--- src/rtl/serial_match_sched_pkg.sv ---
// ----------------------------------------------------------------------------
// serial_match_sched_pkg
// Shared constants for the serial pattern-match scheduler:
//   - FSM state encodings (IDLE / SHIFT / REPORT)
//   - default pattern and pattern length
// No ports; imported by the interface, the matcher and the scheduler top.
// ----------------------------------------------------------------------------
package serial_match_sched_pkg;

    localparam logic [1:0] IDLE   = 2'd0;
    localparam logic [1:0] SHIFT  = 2'd1;
    localparam logic [1:0] REPORT = 2'd2;

    localparam int unsigned              DEF_PAT_LEN = 4;
    localparam logic [DEF_PAT_LEN-1:0]   DEF_PAT     = 4'b1101;

endpackage

--- src/rtl/serial_match_sched_if.sv ---
// ----------------------------------------------------------------------------
// serial_match_sched_if
// Bundles the word input handshake, the serial bit stream, the result
// handshake and status of serial_match_sched.
//   master : producer/consumer side (drives in_valid, in_data, clear_hist,
//            out_ready)
//   slave  : scheduler side (drives in_ready, bit_out, bit_valid, out_valid,
//            match_count, match_any, busy)
// ----------------------------------------------------------------------------
interface serial_match_sched_if #(
    parameter int unsigned WIDTH = 8,
    parameter int unsigned CNT_W = 4
);
    logic             in_valid;
    logic             in_ready;
    logic [WIDTH-1:0] in_data;
    logic             clear_hist;
    logic             bit_out;
    logic             bit_valid;
    logic             out_valid;
    logic             out_ready;
    logic [CNT_W-1:0] match_count;
    logic             match_any;
    logic             busy;

    modport master (
        output in_valid, in_data, clear_hist, out_ready,
        input  in_ready, bit_out, bit_valid, out_valid, match_count, match_any, busy
    );

    modport slave (
        input  in_valid, in_data, clear_hist, out_ready,
        output in_ready, bit_out, bit_valid, out_valid, match_count, match_any, busy
    );
endinterface

--- src/rtl/serial_match_sched_pattern_window_matcher.sv ---
// ----------------------------------------------------------------------------
// pattern_window_matcher
// Sliding PAT_LEN-bit history of the serial stream with a fill counter, and
// the compare against PAT.
//   clk, rst    : clock, asynchronous active-high reset
//   shift_en_i  : shift bit_i into the history this cycle
//   bit_i       : serial bit (new bit enters at the LSB)
//   clear_i     : zero history and fill; combined with shift_en_i the bit is
//                 shifted into an already cleared history
//   match_o     : combinational pulse, the updated window equals PAT and is
//                 fully populated
// ----------------------------------------------------------------------------
module pattern_window_matcher
    import serial_match_sched_pkg::*;
#(
    parameter int unsigned          PAT_LEN = DEF_PAT_LEN,
    parameter logic [PAT_LEN-1:0]   PAT     = DEF_PAT
) (
    input  logic clk,
    input  logic rst,
    input  logic shift_en_i,
    input  logic bit_i,
    input  logic clear_i,
    output logic match_o
);

    localparam int unsigned    FW   = $clog2(PAT_LEN + 1);
    localparam logic [FW-1:0]  FULL = FW'(PAT_LEN);

    logic [PAT_LEN-1:0] hist_q, hist_d;
    logic [FW-1:0]      fill_q, fill_d;

    always_comb begin
        hist_d = hist_q;
        fill_d = fill_q;
        if (shift_en_i) begin
            if (clear_i) begin
                hist_d = {{(PAT_LEN-1){1'b0}}, bit_i};
                fill_d = FW'(1);
            end else begin
                hist_d = {hist_q[PAT_LEN-2:0], bit_i};
                if (fill_q != FULL) begin
                    fill_d = fill_q + 1'b1;
                end
            end
        end else if (clear_i) begin
            hist_d = '0;
            fill_d = '0;
        end
    end

    // Fill gating keeps zero history after reset/clear from matching
    // patterns that contain zeros.
    assign match_o = shift_en_i && (hist_d == PAT) && (fill_d == FULL);

    always_ff @(posedge clk or posedge rst) begin
        if (rst) begin
            hist_q <= '0;
            fill_q <= '0;
        end else begin
            hist_q <= hist_d;
            fill_q <= fill_d;
        end
    end

endmodule

--- src/rtl/serial_match_sched.sv ---
// ----------------------------------------------------------------------------
// serial_match_sched
// Accepts WIDTH-bit words over a valid/ready handshake, serializes them
// MSB-first one bit per clock, counts overlapping occurrences of PAT ending
// inside each word and reports the count over a second valid/ready handshake.
// History carries across words, so matches may span word boundaries.
//   clk, rst : clock, asynchronous active-high reset
//   bus      : serial_match_sched_if.slave
//              in_valid/in_ready/in_data    word input handshake
//              clear_hist                   clear pattern history
//              bit_out/bit_valid            serial stream
//              out_valid/out_ready          result handshake
//              match_count/match_any        per-word result
//              busy                         not idle
// ----------------------------------------------------------------------------
module serial_match_sched
    import serial_match_sched_pkg::*;
#(
    parameter int unsigned          WIDTH   = 8,
    parameter int unsigned          PAT_LEN = DEF_PAT_LEN,
    parameter logic [PAT_LEN-1:0]   PAT     = DEF_PAT,
    parameter int unsigned          CNT_W   = 4
) (
    input  logic                 clk,
    input  logic                 rst,
    serial_match_sched_if.slave  bus
);

    localparam int unsigned IW = (WIDTH > 1) ? $clog2(WIDTH) : 1;

    logic [1:0]       state_q, state_d;
    logic [WIDTH-1:0] word_q,  word_d;
    logic [IW-1:0]    idx_q,   idx_d;
    logic [CNT_W-1:0] cnt_q,   cnt_d;

    logic shift_en;
    logic bit_cur;
    logic match;

    assign shift_en = (state_q == SHIFT);
    assign bit_cur  = shift_en & word_q[idx_q];

    pattern_window_matcher #(
        .PAT_LEN (PAT_LEN),
        .PAT     (PAT)
    ) u_matcher (
        .clk        (clk),
        .rst        (rst),
        .shift_en_i (shift_en),
        .bit_i      (bit_cur),
        .clear_i    (bus.clear_hist),
        .match_o    (match)
    );

    always_comb begin
        state_d = state_q;
        word_d  = word_q;
        idx_d   = idx_q;
        cnt_d   = cnt_q;
        case (state_q)
            IDLE: begin
                // in_ready is high throughout IDLE, so in_valid alone accepts.
                if (bus.in_valid) begin
                    word_d  = bus.in_data;
                    idx_d   = IW'(WIDTH - 1);
                    cnt_d   = '0;
                    state_d = SHIFT;
                end
            end
            SHIFT: begin
                if (match && (cnt_q != '1)) begin
                    cnt_d = cnt_q + 1'b1;
                end
                if (idx_q == '0) begin
                    state_d = REPORT;
                end else begin
                    idx_d = idx_q - 1'b1;
                end
            end
            REPORT: begin
                if (bus.out_ready) begin
                    state_d = IDLE;
                end
            end
            default: state_d = IDLE;
        endcase
    end

    always_ff @(posedge clk or posedge rst) begin
        if (rst) begin
            state_q <= IDLE;
            word_q  <= '0;
            idx_q   <= '0;
            cnt_q   <= '0;
        end else begin
            state_q <= state_d;
            word_q  <= word_d;
            idx_q   <= idx_d;
            cnt_q   <= cnt_d;
        end
    end

    // All outputs decode from registered state only; no in_valid -> in_ready path.
    assign bus.in_ready    = (state_q == IDLE);
    assign bus.bit_valid   = shift_en;
    assign bus.bit_out     = bit_cur;
    assign bus.out_valid   = (state_q == REPORT);
    assign bus.match_count = cnt_q;
    assign bus.match_any   = |cnt_q;
    assign bus.busy        = (state_q != IDLE);

endmodule
--- src/flat_wrapper.sv ---
// flat-port wrapper written by rule: the top's interface ports become plain ports
module serial_match_sched_flat import serial_match_sched_pkg::*;
#(
    parameter int unsigned          WIDTH   = 8,
    parameter int unsigned          PAT_LEN = DEF_PAT_LEN,
    parameter logic [PAT_LEN-1:0]   PAT     = DEF_PAT,
    parameter int unsigned          CNT_W   = 4
)
  (clk, rst, bus_in_valid, bus_in_data, bus_clear_hist, bus_out_ready, bus_in_ready, bus_bit_out, bus_bit_valid, bus_out_valid, bus_match_count, bus_match_any, bus_busy);
  serial_match_sched_if #(.WIDTH(WIDTH), .CNT_W(CNT_W)) bus_i ();
  input  logic clk;
  input  logic rst;
  input wire logic [$bits(bus_i.in_valid)-1:0] bus_in_valid;
  input wire logic [$bits(bus_i.in_data)-1:0] bus_in_data;
  input wire logic [$bits(bus_i.clear_hist)-1:0] bus_clear_hist;
  input wire logic [$bits(bus_i.out_ready)-1:0] bus_out_ready;
  output wire logic [$bits(bus_i.in_ready)-1:0] bus_in_ready;
  output wire logic [$bits(bus_i.bit_out)-1:0] bus_bit_out;
  output wire logic [$bits(bus_i.bit_valid)-1:0] bus_bit_valid;
  output wire logic [$bits(bus_i.out_valid)-1:0] bus_out_valid;
  output wire logic [$bits(bus_i.match_count)-1:0] bus_match_count;
  output wire logic [$bits(bus_i.match_any)-1:0] bus_match_any;
  output wire logic [$bits(bus_i.busy)-1:0] bus_busy;
  assign bus_i.in_valid = bus_in_valid;
  assign bus_i.in_data = bus_in_data;
  assign bus_i.clear_hist = bus_clear_hist;
  assign bus_i.out_ready = bus_out_ready;
  assign bus_in_ready = bus_i.in_ready;
  assign bus_bit_out = bus_i.bit_out;
  assign bus_bit_valid = bus_i.bit_valid;
  assign bus_out_valid = bus_i.out_valid;
  assign bus_match_count = bus_i.match_count;
  assign bus_match_any = bus_i.match_any;
  assign bus_busy = bus_i.busy;
  serial_match_sched #(.WIDTH(WIDTH), .PAT_LEN(PAT_LEN), .PAT(PAT), .CNT_W(CNT_W)) u_core (.clk(clk), .rst(rst), .bus(bus_i));
endmodule
--- config.mk ---
export PLATFORM = sky130hd
export DESIGN_NAME = serial_match_sched_flat
export DESIGN_NICKNAME = d
export VERILOG_FILES = /design/src/rtl/serial_match_sched_pkg.sv /design/src/rtl/serial_match_sched_if.sv /design/src/rtl/serial_match_sched_pattern_window_matcher.sv /design/src/rtl/serial_match_sched.sv /design/src/flat_wrapper.sv
export SDC_FILE = /design/constraint.sdc
export NUM_CORES = 1
export LEC_CHECK = 0
export CORE_MARGIN = 2
export CORE_UTILIZATION = 50
export CTS_BUF_LIST = sky130_fd_sc_hd__clkbuf_4 sky130_fd_sc_hd__clkbuf_8
export DETAILED_ROUTE_END_ITERATION = 12
export HOLD_SLACK_MARGIN = 0.06
export PLACE_DENSITY_LB_ADDON = 0.15
export SLEW_MARGIN = 20
export SYNTH_ARGS = -nofsm -noshare
export SYNTH_HDL_FRONTEND = slang
export SYNTH_SLANG_ARGS = --single-unit
--- constraint.sdc ---
create_clock -name clk -period 3.2 [get_ports clk]
set_input_delay 0.64 -clock clk [delete_from_list [all_inputs] [get_ports clk]]
set_output_delay 0.64 -clock clk [all_outputs]
set_load 0.01 [all_outputs]
==> summary.txt, run 1 <==
Placed design
  – Placed cell count: 168
  – GP Congestion: 0.694
  – Post-Place Worst Slack: around 0.65 ns
  – Port bufs: 22
  – Post-DP HPWL: 1.72 mm

Critical path
  – CP arrival: ~2.1 ns
  – Worst Setup Path Type: flip-flop to primary output
  – Critical Path End Type: primary output
  – CP max FO: 7
  – Critical Path RT: 2.56 ns
  – Crit path launch type: flip-flop

Yosys
  – Yosys warnings: 0
  – Ranking of synthesized cells by area: dfrtp_1 45%, mux2_2 7.0%, ha_1 5.8%
  – Register area share after synthesis: 0.448
  – Top-area cell type share of the netlist area: 0.448
  – Post-Syn Nets: 140
  – FF+latch count, synth: 23
  – Most frequent cell after synthesis: dfrtp_1
  – Top FF cell, synth: dfrtp_1
  – Post-synth ARST share: 1.00
  – Synth cell count leaders: 23 x dfrtp_1, 12 x inv_1, 11 x a21oi_1
  – Post-synth top area cell: dfrtp_1
  – Synthesized area: roughly 1300 um2
  – Post-synth EDFFs: 0
  – Mean Syn Cell Area: approximately 11 um2
  – Post-synthesis cell type count: 38
  – Synthesized instance count: approximately 120

Global routing
  – GR Overflow Total: 0
  – Global-route wire length before repair: approximately 3.6 mm
  – Largest net degree at the start of global routing: 24
  – Overall Global Routing Usage: 0.177
  – Vias in the first global route: 833
  – Initial antenna violation count: 0

Power and ir drop
  – Maximum vdd drop: 0.000575 V
  – Total leakage power: around 0.66 nW
  – PD cells: 795 nW/um2

Layout
  – Share of the core filled with cells: 0.623
  – Fill count: approximately 220
  – Fin cells: about 170
  – Area growth from synthesis to layout: 19.2%
  – Nets: approximately 160
  – Sequential Area: ~580 um2
  – ANT cells: 0
  – Layout cells sized above 1: 0.162
  – Multi-input logic area: around 620 um2

Clock tree
  – Post-CTS setup buffer count: 0
  – Clk_lat worst skew: approximately 0.32 ns
  – Post-CTS Hold Fix Bufs: 0
  – CTS clk-pin slew, worst paths: between 0.1 and 0.15 ns
  – Num CTS Buffers: 3
  – Clock sink total: 23
  – Max H-tree Level: 1
  – Clk root buf: clkbuf_4
  – Longest Clk Path Bufs: 2
  – CTS tree: done
  – CTS resizes: 0

Route
  – Via Count: ~940
  – Drt via density: around 5.4
  – DR DRC count: 0
  – DRT iter0 DRCs: 12
  – Drt pass-1 iters: 4
  – Avg WL per Cell: around 13 um
  – ANT nets after route: 0
  – Routed WL: between 2 and 2.5 mm

STA
  – Final Hold Violating Endpoints: 0
  – Clk_skew: ~0.0041 ns
  – Setup TNS: 0 ns
  – RSZ-0062 raised after global routing: false
  – Setup ws final: ~0.43 ns
  – Endpoints failing setup: 0
  – Measured slew at the worst slew-check pin: 0.876 ns
  – Fin crit share: 0.865
  – Slew Viols, Final: 0
  – Worst hold slack: between 0.5 and 0.6 ns
  – Tmin final: 2.77 ns
  – F_max: between 300 and 400 MHz
  – Slew HR: 0.415

Job
  – Max-cap violations: 0

Floorplan
  – CORE AREA: 2450 um2
  – Row count: 18
  – Die footprint: approximately 3000 um2
  – I/O pins: 23
  – Die height: around 55 um
  – Initial core utilization: 0.523
  – Width of the die: 54.7 um

Status
  – Outcome: finished, final reports clean

Min path
  – Type of the tightest min-delay check: flip-flop to flip-flop
[cells by family after synthesis]
| logic type | after synthesis | synth area share |
|---|---|---|
| flip-flops | 23 | 0.448 |
| AO/OA/AOI/OAI | 23 | 0.140 |
| multiplexers | 14 | 0.117 |
| adder cells (fa/ha/maj) | 6 | 0.0585 |
| AND/OR/NAND/NOR | 37 | 0.166 |
| buffers and inverters | 18 | 0.0702 |
[power breakdown]
part	internal [W]	switching (W)	leakage, nW	total, W
Sequential	0.000400	0.0000835	0.285	0.000483
Clock	0.0000479	0.0000925	0.0139	0.000140
Combinational	0.000285	0.000307	0.364	0.000592
Total	0.000733	0.000483	0.663	0.00122
[stage by stage]
step / total power [W] / area [um2]
finish: 0.00122 / 1530
global route: 0.00132 / 1530
CTS: 0.00123 / 1530
detailed placement: 0.00109 / 1500
global placement: 0.00107 / 1500
floorplan: 0.000941 / 1280
[worst paths after layout]
path	startpoint	to	slack, ns	depth (start not counted)
max in group asynchronous	rst	u_core.u_matcher.fill_q[0]	1.88	2
worst max register to register	u_core.u_matcher.fill_q[0]	u_core.bus.match_count[3]	0.95	7
worst min-delay path	u_core.word_q[1]	u_core.word_q[1]	0.52	1
min in group asynchronous	rst	u_core.word_q[7]	0.78	2
worst max-delay path	u_core.idx_q[0]	bus_bit_out	0.43	5
worst min register to register	u_core.word_q[1]	u_core.word_q[1]	0.52	1
[registers in the layout, indices dropped and copies added, names as in the netlist]
name and cells:
u_core.bus.match_count 4, u_core.idx_q 3, u_core.state_q 2, u_core.u_matcher.fill_q 3, u_core.u_matcher.hist_q 3, u_core.word_q 8
[layout by cell type, fill, tap and decap left out, types with 3 or more instances in the layout]
cell / count
ha_1: 6
mux2_2: 8
o31ai_1: 4
inv_1: 12
mux2i_1: 6
a21oi_1: 11
nand3_1: 5
clkbuf_4: 3
nor2_1: 7
nand2_1: 9
dfrtp_1: 23
clkdlybuf4s50_1: 22
[metal layers]
metal  wire [um]  global-route usage  vias to the layer above
met2        1190               0.310                       16
met5           0                   0                        -
li1            -                   -                      469
met3          93              0.0574                        5
met4          36              0.0625                        0
met1         947               0.198                      447
[final cells by class]
type,count,share of cell area
multi-input cells,80,0.404
flip-flops and latches,23,0.376
repair buffers,22,0.144
inverters,13,0.0319
well taps,30,0.0245
clock buffers,3,0.0147
clock inverters,1,0.00491
[critical path, stage by stage (launching register included)]
cell and delay, ns:
dfrtp_1 0.50, mux2i_1 0.16, a22oi_1 0.33, nand3_1 0.12
nor2_1 0.13, clkdlybuf4s50_1 0.55
(Power assumes the default switching activity.)
==> inputs of run 2 (changes only) <==
- CTS_CLUSTER_SIZE: not set -> 24
==> results of run 2 <==
The final DEF is identical to that of run 1; final timing and power are the same.
==> inputs of run 3 (changes only) <==
- REMOVE_ABC_BUFFERS: not set -> 1
==> summary.txt, run 3 (synthesized netlist as in run 1, its figures left out) <==
Critical path
  – RR Endpoint: u_core.bus.match_count[3]
  – Crit path launch type: flip-flop
  – Worst setup path start: u_core.idx_q[0]
  – Worst Path Buf+Inv: 1
  – Crit path max-delay family: buffers and inverters
  – CP max stage cell: clkdlybuf4s50_1
  – Critical Path End Type: primary output
  – CP max FO: 7
  – Cells on worst reg2reg path: 7
  – CP peak stage delay: ~0.56 ns
  – Reg2reg start: u_core.u_matcher.fill_q[0]
  – Critical Path RT: 2.56 ns
  – R2r setup slk: between 0.8 and 0.9 ns
  – CP arrival: between 2 and 2.5 ns
  – Crit path cell chain: mux2i_1 > a22oi_1 > nand3_1 > nor2_1 > clkdlybuf4s50_1
  – Worst Setup Path Type: flip-flop to primary output

Placed design
  – DP Area: between 1500 and 2000 um2
  – GP Congestion: between 0.7 and 0.8
  – Post-DP HPWL: about 1.8 mm
  – Port bufs: 22

Job
  – Max-cap violations: 0

Layout
  – Area growth from synthesis to layout: 19.0%
  – Fill count: 209
  – Layout cells sized above 1: 0.162
  – Nets: between 150 and 200
  – Largest register FFs: 8
  – ANT cells: 0
  – Post-layout instance area: around 1500 um2
  – Largest Register: u_core.word_q
  – Most common cell after layout, fill and taps aside: dfrtp_1
  – Most frequent cells in the layout: 23 x dfrtp_1, 22 x clkdlybuf4s50_1, 12 x inv_1, 11 x a21oi_1, 9 x nand2_1

Route
  – Drt pass-1 iters: 4
  – ANT nets after route: 0
  – DRT iter0 DRCs: 14
  – Avg WL per Cell: around 14 um
  – Drt via density: between 5 and 6
  – Routed WL: roughly 2.5 mm
  – DR DRC count: 0
  – Via Count: 974

Global routing
  – Overall Global Routing Usage: 0.186
  – Largest net degree at the start of global routing: 24
  – GR Overflow Total: 0
  – Initial antenna violation count: 0
  – Global-route wire length before repair: between 3 and 4 mm
  – Vias in the first global route: just over 900

STA
  – Tmin final: 2.75 ns
  – Endpoints failing setup: 0
  – Fin crit share: 0.859
  – F_max: 364 MHz
  – Setup TNS: 0 ns
  – Slew Viols, Final: 0
  – Clk_skew: 0.00312 ns
  – Slew HR: 0.411
  – RSZ-0062 raised after global routing: false
  – Final Hold Violating Endpoints: 0
  – Measured slew at the worst slew-check pin: about 0.88 ns

Clock tree
  – Clk_lat worst skew: between 0.3 and 0.4 ns
  – CTS resizes: 0
  – Post-CTS setup buffer count: 0
  – CTS tree: done
  – Num CTS Buffers: 3
  – Post-CTS Hold Fix Bufs: 0
  – Clk root buf: clkbuf_4
  – Longest Clk Path Bufs: 2
  – Max H-tree Level: 1
  – CTS clk-pin slew, worst paths: 0.13 ns
  – Clock sink total: 23

Floorplan
  – Die height: ~55 um
  – CORE AREA: about 2500 um2
  – Width of the die: 54.7 um
  – Die footprint: 2990 um2
  – Row count: 18
  – Initial core utilization: 0.523
  – I/O pins: 23

Min path
  – Worst hold path stage count: 1
  – Hold wc startpoint: u_core.word_q[3]
  – Type of the tightest min-delay check: flip-flop to flip-flop
  – Hold EP: u_core.word_q[3]

Power and ir drop
  – Maximum vdd drop: between 0.0006 and 0.0007 V
  – PD cells: between 700 and 800 nW/um2
  – Total leakage power: 0.667 nW

Status
  – Outcome: finished, final reports clean
run 3: cell count changes in the layout (fill, tap and decap cells not counted):
cell | before | now
clkinvlp_4 | 1 | 0
clkinv_2 | 0 | 1
run 3: worst reg2reg max path, delay by kind of cell, from the launching register on:
| family | cells | cell delay, ns |
|---|---|---|
| buffers and inverters | 1 | 0.11 |
| AOI/OAI and AO/OA | 3 | 0.57 |
| adders and majority gates | 1 | 0.27 |
| DFF | 1 | 0.39 |
| and+or+nand+nor | 2 | 0.91 |
run 3: metal layers:
layer  wire length [um]  up-vias  share of wire  global-route usage
li1                   -      467              -                   -
met1               1050      480           0.43               0.211
met2               1270       20           0.51               0.329
met3                 77        7          0.031              0.0328
met4                 69        0          0.028              0.0958
met5                  0        -              0                   0
run 3: how the worst max path moves through the flow:
| stage | to | slack (ns) | depth (start not counted) |
|---|---|---|---|
| global route | bus_bit_out | 0.37 | 5 |
| detailed placement | u_core.bus.match_count[3] | 0.58 | 6 |
| global placement | u_core.bus.match_count[3] | 0.69 | 6 |
| finish | bus_bit_out | 0.45 | 5 |
| floorplan | u_core.bus.match_count[3] | 1.13 | 7 |
| CTS | bus_bit_out | 0.43 | 5 |
run 3: cell type report:
cell class                 count  area [um2]  area share
sequential                    23         576       0.377
timing repair buffer          22         220       0.144
multi-input combinational     80         618       0.405
clock inverter                 1        5.00     0.00328
inverter                      13        48.8      0.0319
clock buffer                   3        22.5      0.0147
tap                           30        37.5      0.0246
run 3: power by group:
group	leakage (nW)	internal (W)	switching (W)	total, W
Sequential	0.285	0.000400	0.0000847	0.000485
Clock	0.0177	0.0000469	0.0000919	0.000139
Combinational	0.364	0.000286	0.000311	0.000597
run 3: metrics by stage:
step / utilization / total power, W / worst slack [ns] / cells / hold slack [ns]
after floorplan: - / 0.000901 / 1.13 / 116 / 0.480
after global placement: 0.611 / 0.00107 / 0.686 / 168 / 0.489
after detailed placement: 0.611 / 0.00109 / 0.581 / 168 / 0.496
after CTS: 0.622 / 0.00123 / 0.434 / 172 / 0.526
after global routing: 0.622 / 0.00132 / 0.367 / 172 / 0.541
final: 0.622 / 0.00122 / 0.452 / 172 / 0.523
